[src/rtl/alu_arbiter.sv]
// Two-requester arbiter in front of a single shared ALU with one transaction in flight.
// Round-robin grant, per-op latency counting, and a divide/modulus-by-zero bypass.
module alu_arbiter #(
  parameter int N        = 8,
  parameter int SLOW_LAT = 3,
  parameter int FAST_LAT = 1
) (
  input  logic         clk,
  input  logic         rst_n,

  input  logic         req0_valid,
  output logic         req0_ready,
  input  logic [N-1:0] req0_a,
  input  logic [N-1:0] req0_b,
  input  logic [3:0]   req0_op,

  input  logic         req1_valid,
  output logic         req1_ready,
  input  logic [N-1:0] req1_a,
  input  logic [N-1:0] req1_b,
  input  logic [3:0]   req1_op,

  output logic [N-1:0] alu_a,
  output logic [N-1:0] alu_b,
  output logic [3:0]   alu_ctrl,
  input  logic [N-1:0] alu_result,
  input  logic [3:0]   alu_flags,

  output logic         rsp0_valid,
  input  logic         rsp0_ready,
  output logic         rsp1_valid,
  input  logic         rsp1_ready,
  output logic [N-1:0] rsp_result,
  output logic [3:0]   rsp_flags,

  output logic         busy,
  output logic         div0
);

  typedef enum logic [1:0] {IDLE, EXEC, RESP} state_t;

  localparam logic [3:0] OP_MUL   = 4'b0010;
  localparam logic [3:0] OP_MOD   = 4'b0100;
  localparam logic [3:0] OP_DIV   = 4'b1000;
  localparam logic [3:0] SLOW_CNT = 4'(SLOW_LAT - 1);
  localparam logic [3:0] FAST_CNT = 4'(FAST_LAT - 1);

  state_t       state;
  logic         ptr;
  logic         id;
  logic         dz;
  logic [3:0]   cnt;
  logic [N-1:0] opa;
  logic [N-1:0] opb;
  logic [3:0]   op;
  logic [N-1:0] res;
  logic [3:0]   flags;
  logic         div0_pulse;

  logic         grant0;
  logic         grant1;
  logic         idle;
  logic [N-1:0] sel_a;
  logic [N-1:0] sel_b;
  logic [3:0]   sel_op;
  logic         sel_slow;
  logic         sel_dz;
  logic [3:0]   sel_cnt;
  logic         rsp_done;

  // Pointer only breaks ties; a lone valid requester is always granted.
  assign grant0 = req0_valid & (~req1_valid | ~ptr);
  assign grant1 = req1_valid & (~req0_valid |  ptr);
  assign idle   = (state == IDLE);

  // Gating with rst_n keeps the readies low while reset is held.
  assign req0_ready = rst_n & idle & grant0;
  assign req1_ready = rst_n & idle & grant1;

  assign sel_a    = grant1 ? req1_a  : req0_a;
  assign sel_b    = grant1 ? req1_b  : req0_b;
  assign sel_op   = grant1 ? req1_op : req0_op;
  assign sel_slow = (sel_op == OP_MUL) | (sel_op == OP_MOD) | (sel_op == OP_DIV);
  assign sel_dz   = ((sel_op == OP_MOD) | (sel_op == OP_DIV)) & (sel_b == '0);
  assign sel_cnt  = sel_dz ? 4'd0 : (sel_slow ? SLOW_CNT : FAST_CNT);

  assign rsp_done = (~id & rsp0_ready) | (id & rsp1_ready);

  always_ff @(posedge clk or negedge rst_n) begin
    if (!rst_n) begin
      state      <= IDLE;
      ptr        <= 1'b0;
      id         <= 1'b0;
      dz         <= 1'b0;
      cnt        <= 4'd0;
      opa        <= '0;
      opb        <= '0;
      op         <= 4'd0;
      res        <= '0;
      flags      <= 4'd0;
      div0_pulse <= 1'b0;
    end else begin
      div0_pulse <= 1'b0;
      case (state)
        IDLE: begin
          if (grant0 | grant1) begin
            opa   <= sel_a;
            opb   <= sel_b;
            op    <= sel_op;
            id    <= grant1;
            dz    <= sel_dz;
            cnt   <= sel_cnt;
            state <= EXEC;
          end
        end
        EXEC: begin
          if (cnt == 4'd0) begin
            // A zero divisor never trusts the ALU output.
            res        <= dz ? '1 : alu_result;
            flags      <= dz ? 4'd0 : alu_flags;
            div0_pulse <= dz;
            state      <= RESP;
          end else begin
            cnt <= cnt - 4'd1;
          end
        end
        RESP: begin
          if (rsp_done) begin
            ptr   <= ~id;
            state <= IDLE;
          end
        end
        default: state <= IDLE;
      endcase
    end
  end

  assign alu_a      = opa;
  assign alu_b      = opb;
  assign alu_ctrl   = op;
  assign rsp_result = res;
  assign rsp_flags  = flags;
  assign rsp0_valid = (state == RESP) & ~id;
  assign rsp1_valid = (state == RESP) &  id;
  assign busy       = ~idle;
  assign div0       = div0_pulse;

endmodule

[config.mk]
export PLATFORM = sky130hd
export DESIGN_NAME = alu_arbiter
export DESIGN_NICKNAME = d
export VERILOG_FILES = /design/src/rtl/alu_arbiter.sv
export SDC_FILE = /design/constraint.sdc
export NUM_CORES = 1
export LEC_CHECK = 0
export CORE_MARGIN = 2
export CORE_UTILIZATION = 37
export CTS_CLUSTER_SIZE = 10
export DETAILED_ROUTE_END_ITERATION = 8
export PLACE_DENSITY_LB_ADDON = 0.3
export SLEW_MARGIN = 20
export SYNTH_ARGS = -nofsm -noshare
export SYNTH_HDL_FRONTEND = slang
export SYNTH_SLANG_ARGS = --single-unit
[constraint.sdc]
create_clock -name clk -period 1.32 [get_ports clk]
set_input_delay 0.264 -clock clk [delete_from_list [all_inputs] [get_ports clk]]
set_output_delay 0.264 -clock clk [all_outputs]
set_load 0.005 [all_outputs]
==> results.txt <==
----------------------------------------------------
[Floorplanning]
  Boundary pin count ... between 90 and 100
  Die area ... 6210 um^2
  Die width ... a little under 80 um
  Initial cell density of the core ... between 30% and 40%
  Area of the core region ... around 5500 um^2
  Overall die height ... 78.8 um
  Count of standard-cell rows ... 27

[Setup path]
  Worst EP arrival ... 1.28 ns
  CP max FO ... 3
  Critical path endpoint category ... output port
  Crit-path cells ... buf_4 > nor2b_4 > and2_1 > clkdlybuf4s15_2
  Slowest cell on crit path ... sky130_fd_sc_hd__dfrtp_1
  WS Path Type ... reg2out
  Critical Path Source Type ... register
  Depth of the most critical reg-to-reg path ... 9
  Critical Path RT ... 1.06 ns
  Worst path max stage delay ... roughly 0.4 ns

[Power and ir drop]
  Peak supply drop ... 0.858 mV
  Switching portion of total power ... 34.5%
  Combinational Power Share ... 54.7%
  Reported net switching power ... 0.00267 W
  Int Pwr ... 0.00507 W
  Reg power frac ... 29.3%
  Static power due to leakage ... 1.81 nW
  Total power per unit cell area ... 2000 nW/um^2
  Part of the total power dissipated in the clock network ... 16.0%

[Drt]
  Residual DRC ... 0
  Average via count per standard cell ... 4.82
  First-pass iteration count of the detailed router ... 4
  Initial drt markers ... 28
  Mean routed wirelength per cell ... ~14 um
  Number of nets with antenna violations after routing ... 0
  Vias ... 2005
  Total detailed-routing wirelength ... 5.92 mm

[CTS]
  Buffers from clock root to sink, at most ... 2
  Clock buffers created by TritonCTS ... 5
  Clk Latency, worst-skew pair ... 0.29 ns
  TritonCTS sink count ... 42
  Clock-pin slew of the registers on the worst-case setup and hold paths ... about 0.07 ns
  Root buf cell ... sky130_fd_sc_hd__clkbuf_8
  TritonCTS clock tree ... done
  Hold-fix buffers at CTS ... 0
  Number of H-tree levels ... 2

[Global route]
  Antenna violations before repair ... 0
  Via count of the first global-routing pass ... 1868
  Grt ovf ... 0
  Overall global routing resource usage ... about 18%
  Global-route wire length before repair ... 8.77 mm
  Largest net degree at the start of global routing ... 43

[Layout]
  Share of layout cells above drive strength 1 ... 32.3%
  Area Overhead vs Synth ... 87.0%
  Number of inserted diodes ... 0
  Final nets ... 403
  Final design instance area without fill ... 3870 um^2
  Number of non-filler instances in the completed layout ... 416

[Place]
  Post-DP HPWL ... 3.83 mm
  Instance area after placement ... 3260 um^2
  Minimum setup slack after placement ... -0.575 ns
  GPL Wtd Cong ... 0.770
  Count of placed standard cells including taps ... about 390
  Number of buffers added on ports ... 95

[Timing]
  Post-route clock period utilization ... 117%
  Final-layout worst hold slack ... 0.0828 ns
  Number of endpoints with negative hold slack in the final report ... 0
  Final worst path period need ... 1.54 ns
  PnR worst setup slack ... -0.220 ns
  Setup repair after global routing missed its margin ... true
  Total count of max-transition violations in the final report ... 0
  Clock skew after layout ... 0.00869 ns
  Fmax achieved ... 0.649 GHz
  Max-Slew Margin vs Limit ... 64.7%
  Worst-margin pin slew ... 0.530 ns
  Final setup violation count ... 46

[Run status]
  Failing checks ... negative setup slack
  Outcome ... finished with violations

[Yosys]
  Netlist area before placement ... 2070 um^2
  Fraction of the yosys area taken by sequential cells ... 50.7%
  Number of cells produced by synthesis ... 211
  Synthesized net count ... 271
  Register bit count reported by yosys ... between 40 and 50
  Mean instance size in the synthesized netlist ... ~10 um^2
  Yosys warnings ... 0
  Count of cell types in the netlist ... 37

[Min path]
  Tightest Hold Check Type ... in2async

[Job]
  Count of maximum capacitance violations ... 0

----------------------------------------------------
## worst max-delay path, delay by kind of cell, from the launching register on
family,cells,cell delay (ns)
DFF,1,0.39
buffers and inverters,2,0.35
and+or+nand+nor,2,0.25
## cells in the mapped netlist (all sizes together)
| master | n | share of area, % |
|---|---|---|
| o22ai | 1 | 0.30 |
| a211oi | 1 | 0.36 |
| o21ai | 38 | 9.4 |
| and4 | 1 | 0.48 |
| clkbuf | 2 | 0.36 |
| or3b | 1 | 0.42 |
| inv | 5 | 0.91 |
| nor4 | 4 | 1.2 |
| nand3 | 3 | 0.72 |
| a21oi | 1 | 0.24 |
| dfrtp | 42 | 51 |
| a2111oi | 1 | 0.72 |
| nand2 | 46 | 8.7 |
| a31oi | 1 | 0.30 |
| nor2b | 1 | 0.30 |
| nor2 | 15 | 2.8 |
| xor2 | 3 | 1.3 |
| nor3b | 2 | 0.97 |
| nor4b | 2 | 0.85 |
| mux2 | 2 | 1.1 |
| ha | 2 | 1.2 |
| o21a | 1 | 0.36 |
| nand2b | 2 | 0.97 |
| nor3 | 1 | 0.24 |
| and2b | 1 | 0.36 |
| buf | 7 | 2.7 |
| and2 | 1 | 0.30 |
| mux2i | 22 | 11 |
| xnor2 | 1 | 0.42 |
| o221ai | 1 | 0.72 |
## sequential cells by signal, summed over array words and instances, names as in the netlist
| register | flops |
|---|---|
| ptr | 1 |
| div0 | 1 |
| alu_a | 8 |
| dz | 1 |
| alu_ctrl | 4 |
| alu_b | 8 |
| state | 2 |
| id | 1 |
| rsp_result | 8 |
| rsp_flags | 4 |
| cnt | 4 |
## layout make-up
cell class	instances	area [um^2]
Timing Repair Buffer	134	1340
Multi-Input combinational cell	155	1230
Fill cell	426	1600
Tap cell	72	90.1
Inverter	5	18.8
Clock buffer	6	82.6
Sequential cell	42	1050
Clock inverter	2	60.1
## placed cells by master (no fill, tap or decap), types with 3 or more instances in the layout
| cell type | netlist | layout |
|---|---|---|
| sky130_fd_sc_hd__clkdlybuf4s50_1 | 0 | 55 |
| sky130_fd_sc_hd__dfrtp_1 | 42 | 41 |
| sky130_fd_sc_hd__dlygate4sd2_1 | 0 | 34 |
| sky130_fd_sc_hd__nand2_1 | 45 | 29 |
| sky130_fd_sc_hd__mux2i_1 | 22 | 22 |
| sky130_fd_sc_hd__buf_4 | 0 | 22 |
| sky130_fd_sc_hd__o21ai_1 | 2 | 18 |
| sky130_fd_sc_hd__nor2_1 | 14 | 12 |
| sky130_fd_sc_hd__o21ai_2 | 1 | 12 |
| sky130_fd_sc_hd__nand2_4 | 1 | 11 |
| sky130_fd_sc_hd__buf_6 | 0 | 10 |
| sky130_fd_sc_hd__o21ai_0 | 35 | 7 |
| sky130_fd_sc_hd__nand2_2 | 0 | 6 |
| sky130_fd_sc_hd__clkbuf_8 | 0 | 6 |
| sky130_fd_sc_hd__clkbuf_16 | 0 | 4 |
| sky130_fd_sc_hd__buf_2 | 5 | 4 |
| sky130_fd_sc_hd__inv_2 | 0 | 3 |
| sky130_fd_sc_hd__nor2_4 | 0 | 3 |
| sky130_fd_sc_hd__nor4_1 | 4 | 3 |
## final timing paths
check                         start          to  slack, ns
setup / recovery           state[0]  rsp1_valid      -0.22
hold / removal                rst_n         ptr       0.08
setup reg to reg           state[0]          id      -0.19
hold reg to reg            alu_b[4]    alu_b[4]       0.48
max in group asynchronous     rst_n    state[1]       0.86
min in group clk           alu_b[4]    alu_b[4]       0.48
## per-layer routing
metal	wire, um	track usage (%)	vias up
li1	-	-	994
met1	2350	20.9	957
met2	3250	32.5	52
met3	301	4.20	2
met4	24	4.66	0
met5	0	0	-
## power groups by stage
stage	clock network [W]	registers, W	logic [W]
2_1_floorplan	0	0.00224	0.00119
3_3_place_gp	0	0.00219	0.00298
3_5_place_dp	0	0.00221	0.00304
4_1_cts	0.00126	0.00218	0.00335
5_1_grt	0.00132	0.00235	0.00457
6_report	0.00124	0.00227	0.00423
## kinds of logic (layout without fill, tap and decap cells)
group / Yosys count / after routing / synth area share [%]
compound gates: 45 / 45 / 12.4
buf+inv: 14 / 147 / 3.93
fa+ha+maj: 2 / 2 / 1.21
mux: 24 / 24 / 11.7
xor+xnor: 4 / 4 / 1.69
simple gates: 80 / 80 / 18.4
flops: 42 / 42 / 50.7
## metrics by stage
stage / utilization (%) / setup TNS, ns / total power [W]
after detailed placement: 59.6 / -11.45 / 0.00525
final: 70.8 / -6.21 / 0.00774
after CTS: 65.3 / -4.32 / 0.00679
after global placement: 59.6 / -10.15 / 0.00516
after floorplan: - / -0.0652 / 0.00343
after global routing: 70.8 / -9.00 / 0.00825
## repair_timing
| action | CTS | global route |
|---|---|---|
| hold endpoints to repair | 0 | 0 |
| cloned | 2 | 5 |
| endpoints found under the setup margin | 76 | 46 |
| setup buffers | 7 | 2 |
| resized for setup | 92 | 70 |
| pin swaps | 6 | 25 |
(Power assumes the default switching activity.)
